## config.mk

```make
export PLATFORM = sky130hd
export DESIGN_NAME = kb_scan_ctrl
export DESIGN_NICKNAME = d
export VERILOG_FILES = /design/src/rtl/kb_pkg.sv /design/src/rtl/kb_scan_ctrl.sv
export SDC_FILE = /design/constraint.sdc
export NUM_CORES = 1
export LEC_CHECK = 0
export ABC_CLOCK_PERIOD_IN_PS = 3610
export CAP_MARGIN = 15
export CORE_MARGIN = 5
export CORE_UTILIZATION = 56
export CTS_CLUSTER_SIZE = 16
export DETAILED_ROUTE_END_ITERATION = 8
export GPL_TIMING_DRIVEN = 1
export MAX_ROUTING_LAYER = met4
export PLACE_DENSITY_LB_ADDON = 0.12
export SLEW_MARGIN = 15
export SYNTH_ARGS = -nofsm -noshare
export SYNTH_HDL_FRONTEND = slang
export SYNTH_SLANG_ARGS = --single-unit
```

## constraint.sdc

```tcl
create_clock -name clk -period 3.61 [get_ports clk]
set_input_delay 1.083 -clock clk [delete_from_list [all_inputs] [get_ports clk]]
set_output_delay 1.083 -clock clk [all_outputs]
set_load 0.02 [all_outputs]
```

## src/rtl/kb_pkg.sv

```systemverilog
// Shared types and column-decode helpers for the keypad scan sequencer.
package kb_pkg;

    typedef enum logic {SCAN, HOLD} kb_state_t;

    localparam int KB_ROWS = 4;
    localparam int KB_COLS = 4;

    // Lowest-numbered low column wins when several keys share a row.
    function automatic logic [1:0] lo_zero_idx(input logic [3:0] col);
        logic [1:0] idx;
        idx = 2'd0;
        for (int i = 3; i >= 0; i--) begin
            if (!col[i]) idx = 2'(i);
        end
        return idx;
    endfunction

    function automatic logic multi_low(input logic [3:0] col);
        logic [2:0] n;
        n = 3'd0;
        for (int i = 0; i < 4; i++) begin
            n = n + 3'(!col[i]);
        end
        return n > 3'd1;
    endfunction

endpackage

```

## src/rtl/kb_scan_ctrl.sv

```systemverilog
// Row-scan sequencer: strobes rows, locks onto a debounced press, emits one
// event per press and holds the row until a qualified release.
module kb_scan_ctrl
    import kb_pkg::*;
#(
    parameter int DB_DELAY = 16,
    parameter int DWELL    = 2**16 + 16
) (
    input  logic               clk,
    input  logic               rst,
    input  logic [KB_ROWS-1:0] db_row,
    input  logic [KB_COLS-1:0] db_col,
    input  logic               db_valid,
    input  logic               db_ok,
    output logic [KB_ROWS-1:0] row_scan,
    output logic [3:0]         key_code,
    output logic               key_valid,
    output logic               key_err,
    output logic               key_down
);

    // The row must stay put until the debouncer has had time to settle on it.
    if (DWELL < 2**DB_DELAY + 8) begin : g_dwell_chk
        $error("kb_scan_ctrl: DWELL must be >= 2**DB_DELAY + 8");
    end

    localparam logic [16:0]        DWELL_LAST = 17'(DWELL - 1);
    localparam logic [KB_ROWS-1:0] ROW0_SCAN  = 4'b1110;

    kb_state_t   state;
    logic [1:0]  row_idx;
    logic [16:0] dwell_cnt;
    logic        rel_seen;

    always_ff @(posedge clk) begin
        if (rst) begin
            state     <= SCAN;
            row_idx   <= 2'd0;
            row_scan  <= ROW0_SCAN;
            dwell_cnt <= '0;
            rel_seen  <= 1'b0;
            key_code  <= '0;
            key_valid <= 1'b0;
            key_err   <= 1'b0;
            key_down  <= 1'b0;
        end else begin
            key_valid <= 1'b0;
            key_err   <= 1'b0;
            case (state)
                SCAN: begin
                    // A press on the current row outranks the dwell wrap.
                    if (db_valid && db_row == row_scan) begin
                        state     <= HOLD;
                        key_code  <= {row_idx, lo_zero_idx(db_col)};
                        key_valid <= 1'b1;
                        key_err   <= multi_low(db_col);
                        key_down  <= 1'b1;
                        dwell_cnt <= '0;
                        rel_seen  <= 1'b0;
                    end else if (dwell_cnt == DWELL_LAST) begin
                        dwell_cnt <= '0;
                        row_idx   <= row_idx + 2'd1;
                        row_scan  <= {row_scan[KB_ROWS-2:0], row_scan[KB_ROWS-1]};
                    end else begin
                        dwell_cnt <= dwell_cnt + 17'd1;
                    end
                end
                HOLD: begin
                    dwell_cnt <= '0;
                    // Two back-to-back stable-and-released cycles end the hold.
                    if (db_ok && !db_valid) begin
                        if (rel_seen) begin
                            state    <= SCAN;
                            rel_seen <= 1'b0;
                            key_down <= 1'b0;
                            row_idx  <= row_idx + 2'd1;
                            row_scan <= {row_scan[KB_ROWS-2:0], row_scan[KB_ROWS-1]};
                        end else begin
                            rel_seen <= 1'b1;
                        end
                    end else begin
                        rel_seen <= 1'b0;
                    end
                end
                default: state <= SCAN;
            endcase
        end
    end

endmodule

```

; After elaboration in Yosys (flattened, before gate mapping)
; Cells that the tools add are included.
[totals]
reg_bits = 32
inputBits = 12
out_inout_bits = 11
elab_cells = 64
[op_classes]
addsub = 5
order_cmp = 1
n_eq_ne = 7
muxes = 28
bitwise_logic = 2
n_reduce_logical = 12
[ops]
columns = operator, n
row1 = $mux 17, 2
row2 = $pmux 17 s2, 1
row3 = $add 17x1->17 const B, 1
row4 = $eq 17x17->1 const B, 1
row5 = $mux 2, 8
row6 = $mux 4, 4
row7 = $mux 1, 8
row8 = $pmux 4 s2, 1
row9 = $ne 2x2->1 const B, 3
row10 = $pmux 1 s2, 3
row11 = $logic_not 1->1, 5
row12 = $eq 4x4->1, 1
row13 = $ne 2x1->1 const B, 2
row14 = $pmux 2 s2, 1
row15 = $reduce_and 4->1, 1
row16 = $add 2x1->3, 1
row17 = $add 3x1->3, 1
row18 = $gt 3x1->1 const B, 1
row19 = $reduce_and 3->1, 1
row20 = $reduce_or 3->1, 1
row21 = $add 1x1->2, 1
row22 = $add 2x1->2 const B, 1
row23 = $logic_and 1x1->1, 2
row24 = $not 1->1, 2
row25 = 2 further kinds, 2

; Logic depth before layout (Yosys ltp)
[logic_depth]
depth_word = 5
mapped_depth = 7
ltp_nobuf = 6

; Least setup slack after synthesis
; OpenSTA, ideal clock, no wires.
[synth_path]
path_type = input to register
startpoint = input port db_row[0]
endpoint = register dwell_cnt[10]
setup_ns = 0.064
arrival_time_ns = 2.259
required_time_ns = 3.546
path_slack_ns = 1.287
cell_stages = 7
path_buffers = 2
path_cell_list = xnor2_1 nand3_1 o21ai_2 or3_2 buf_4 buf_6 nor2_1
[synth_between]
elab_chain_cells = 4
[synth_rtl]
columns = item, line_no
row1 = start: declaration, kb_scan_ctrl.sv:11  ; input logic [KB_ROWS-1:0] db_row,
row2 = $eq 4x4->1, kb_scan_ctrl.sv:52  ; if (db_valid && db_row == row_scan) begin
row3 = $logic_and 1x1->1, kb_scan_ctrl.sv:52
row4 = $mux 17, kb_scan_ctrl.sv:52
row5 = $pmux 17 s2, kb_scan_ctrl.sv:49  ; case (state)
row6 = end signal: assignment, kb_scan_ctrl.sv:65  ; dwell_cnt <= dwell_cnt + 17'd1;
row7 = end: declaration, kb_scan_ctrl.sv:32  ; logic [16:0] dwell_cnt;
; No other way between the ends.
; A chain may end at the register's enable or synchronous reset.

; Worst setup path in the final report
[layout_path]
startpoint = input port db_row[3]
endpoint = register dwell_cnt[14]
; The elaborated chain is that of the path after synthesis.

==> results.py <==
metrics = {
    "timing": {
        "tns_ns": 0,
        "max_freq_mhz": 406,
        "hold_violations": 0,
        "rsz0062_at_grt": "false",
        "tightest_slew_ns": 0.410,
        "max_slew_margin_pct": 72.4,
        "fin_crit_ns": 2.46,
        "period_share_pct": 68.2,
        "finalMaxSlewViolations": 0,
        "finalClockSkew_ns": 0.00877,
        "setup_slack_ns": 1.15,
        "setup_viol": 0,
        "holdWs_ns": 0.452,
    },
    "global_routing": {
        "antenna_found_initial": 0,
        "track_usage_pct": 18.1,
        "grt_start_max_net_pins": 19,
        "grt_pass1_wl_um": 4740,
        "grt_remaining_overflow": 0,
        "first_global_vias": 1124,
    },
    "run": {
        "maxCapViolations": 0,
    },
    "synth": {
        "synth_warnings": 0,
        "synth_top_area_share_pct": 44.5,
        "synthTopCellsByArea": "dfxtp_1, nor2_1, xnor2_1, xor2_1, mux2i_1",
        "ys_types": 36,
        "synthTopCellsByCount": "dfxtp_1, nor2_1, xnor2_1, nand2_1",
        "synth_nets": 168,
        "syn-cell-area_mm2": 0.00144,
        "synth-seq-area-share_pct": 44.5,
        "synth_top_area_cell": "dfxtp_1",
        "synthFlopType": "dfxtp_1",
        "ys_ff_latch": 32,
        "avgSynthCellArea_um2": 9.35,
        "synth_edf_count": 0,
        "syn_inst": 154,
        "synthArstFlopShare_pct": 0,
    },
    "place": {
        "gp_congestion": 0.821,
        "hpwl_um": 2050,
        "io_buffers": 22,
        "place_ws_ns": 0.811,
        "place_area_mm2": 0.00168,
    },
    "layout": {
        "stdcell_area_mm2": 0.00174,
        "fill_cells": 187,
        "synthToLayoutAreaGrowth_pct": 21.0,
        "layout-drive-gt1-share_pct": 9.94,
        "antenna_cells": 0,
        "fin_nets": 194,
    },
    "routing": {
        "wirelength_um": 2700,
        "via_per_inst": 5.31,
        "via_count": 1121,
        "drt_iter0_markers": 46,
        "ant_nets": 0,
        "drc": 0,
        "wire_per_inst_um": 12.8,
        "first_pass_iters": 4,
    },
    "worst_setup_path": {
        "worstSetupStartpoint": "db_row[3]",
        "endpoint_kind": "flop",
        "r2r_cells": 5,
        "crit_path_end": "dwell_cnt[14]",
        "critPathKind": "in -> reg",
        "ff2ff_setup_slack_ns": 1.65,
        "worstPathRequired_ns": 3.87,
        "worst-path-max-fanout": 17,
        "cp.arrival_ns": 2.72,
        "crit_path_start_kind": "primary input",
        "rr_startpoint": "dwell_cnt[5]",
        "worstReg2RegEnd": "row_idx[0]",
    },
    "floorplanning": {
        "die_h_um": 60.7,
        "die_w_um": 60.7,
        "placement_rows": 18,
        "die_area_mm2": 0.00369,
        "core_mm2": 0.00248,
        "pin_count": 23,
        "start_util_pct": 58.1,
    },
    "clock_network": {
        "path_clk_slew_ns": 0.09,
        "clock-sinks": 32,
        "h-tree-depth": 2,
        "post-cts-setup-buffers": 0,
        "numCtsBuffers": 5,
        "postCtsHoldBufs": 0,
        "clock_path_buffers": 2,
        "cts_root_buf": "clkbuf_4",
        "cts_tree": "yes",
        "clock_latency_ns": 0.33,
        "cts_resized": 0,
    },
    "outcome": {
        "status": "complete, no violations",
    },
    "power": {
        "power_density_mw_per_mm2": 359,
        "total_power_mw": 0.625,
        "ir_worst_vdd_v": 0.000332,
        "p_leak_nw": 0.655,
    },
    "worst_hold_path": {
        "worstHoldPathType": "reg -> reg",
    },
}
==> routing by layer <==
layer | GRT usage (%) | wire (µm) | up-vias
met4 | 6.50 | 49 | 0
met2 | 31.8 | 1430 | 20
met1 | 19.2 | 1140 | 522
met3 | 5.11 | 89 | 8
met5 | - | 0 | -
li1 | - | - | 571
==> area by class of cell <==
cell class	count	area [µm²]	share of cell area, %
clock buffers	6	51.3	2.94
clock inverters	2	10.0	0.574
inverters	3	11.3	0.646
multi-input cells	114	757	43.4
flip-flops and latches	32	641	36.8
well taps	30	37.5	2.15
repair buffers	24	235	13.5
==> critical path: stages <==
cell and delay, ns:
clkdlybuf4s50_1 0.42, xnor2_1 0.13, nand3_1 0.16, o21ai_2 0.12, or3_2 0.64, nor2_1 0.17
==> stage by stage <==
step	std cells	utilization (%)
after global placement	203	67.9
after floorplan	154	-
after detailed placement	203	67.9
after global routing	211	70.4
after CTS	211	70.4
final	211	70.4
==> registers in the layout (all words and copies together), names as in the netlist <==
signal / cells
dwell_cnt: 17
key_code: 4
row_scan: 4
row_idx: 2
key_down: 1
key_err: 1
key_valid: 1
rel_seen: 1
state: 1
==> worst min-delay path by stage <==
stage	start	endpoint	slack, ns	cells past startpoint
after detailed placement	dwell_cnt[0]	dwell_cnt[0]	0.44	1
final	dwell_cnt[0]	dwell_cnt[0]	0.45	1
after global routing	dwell_cnt[0]	dwell_cnt[0]	0.48	1
after CTS	dwell_cnt[0]	dwell_cnt[0]	0.46	1
after global placement	dwell_cnt[0]	dwell_cnt[0]	0.44	1
after floorplan	dwell_cnt[0]	dwell_cnt[0]	0.42	1
==> cell usage in the layout, fill, tap and decap left out, types with 4 or more instances in the layout <==
cell type	Yosys	final
dfxtp_1	32	32
clkbuf_4	0	5
nand2_1	10	10
nor2_1	32	32
clkdlybuf4s50_1	0	22
nand3_1	6	6
nand2b_1	4	4
xor2_1	7	7
xnor2_1	12	12
mux2i_1	6	6
and3_1	7	7
==> logic make-up (layout without fill, tap and decap cells) <==
family,Yosys count,after routing,synth area share [%]
mux,9,9,6.78
xor+xnor,19,19,11.6
fa+ha+maj,2,2,2.26
compound gates,8,8,4.95
flops,32,32,44.5
simple gates,76,76,27.0
buf+inv,8,35,2.95
==> report_power, final <==
group          internal [mW]  switching [mW]  leakage [nW]
sequential             0.359         0.00501         0.259
combinational         0.0262          0.0229         0.358
clock                 0.0926           0.120        0.0380
No activity file was read; power rests on OpenSTA's default activity.
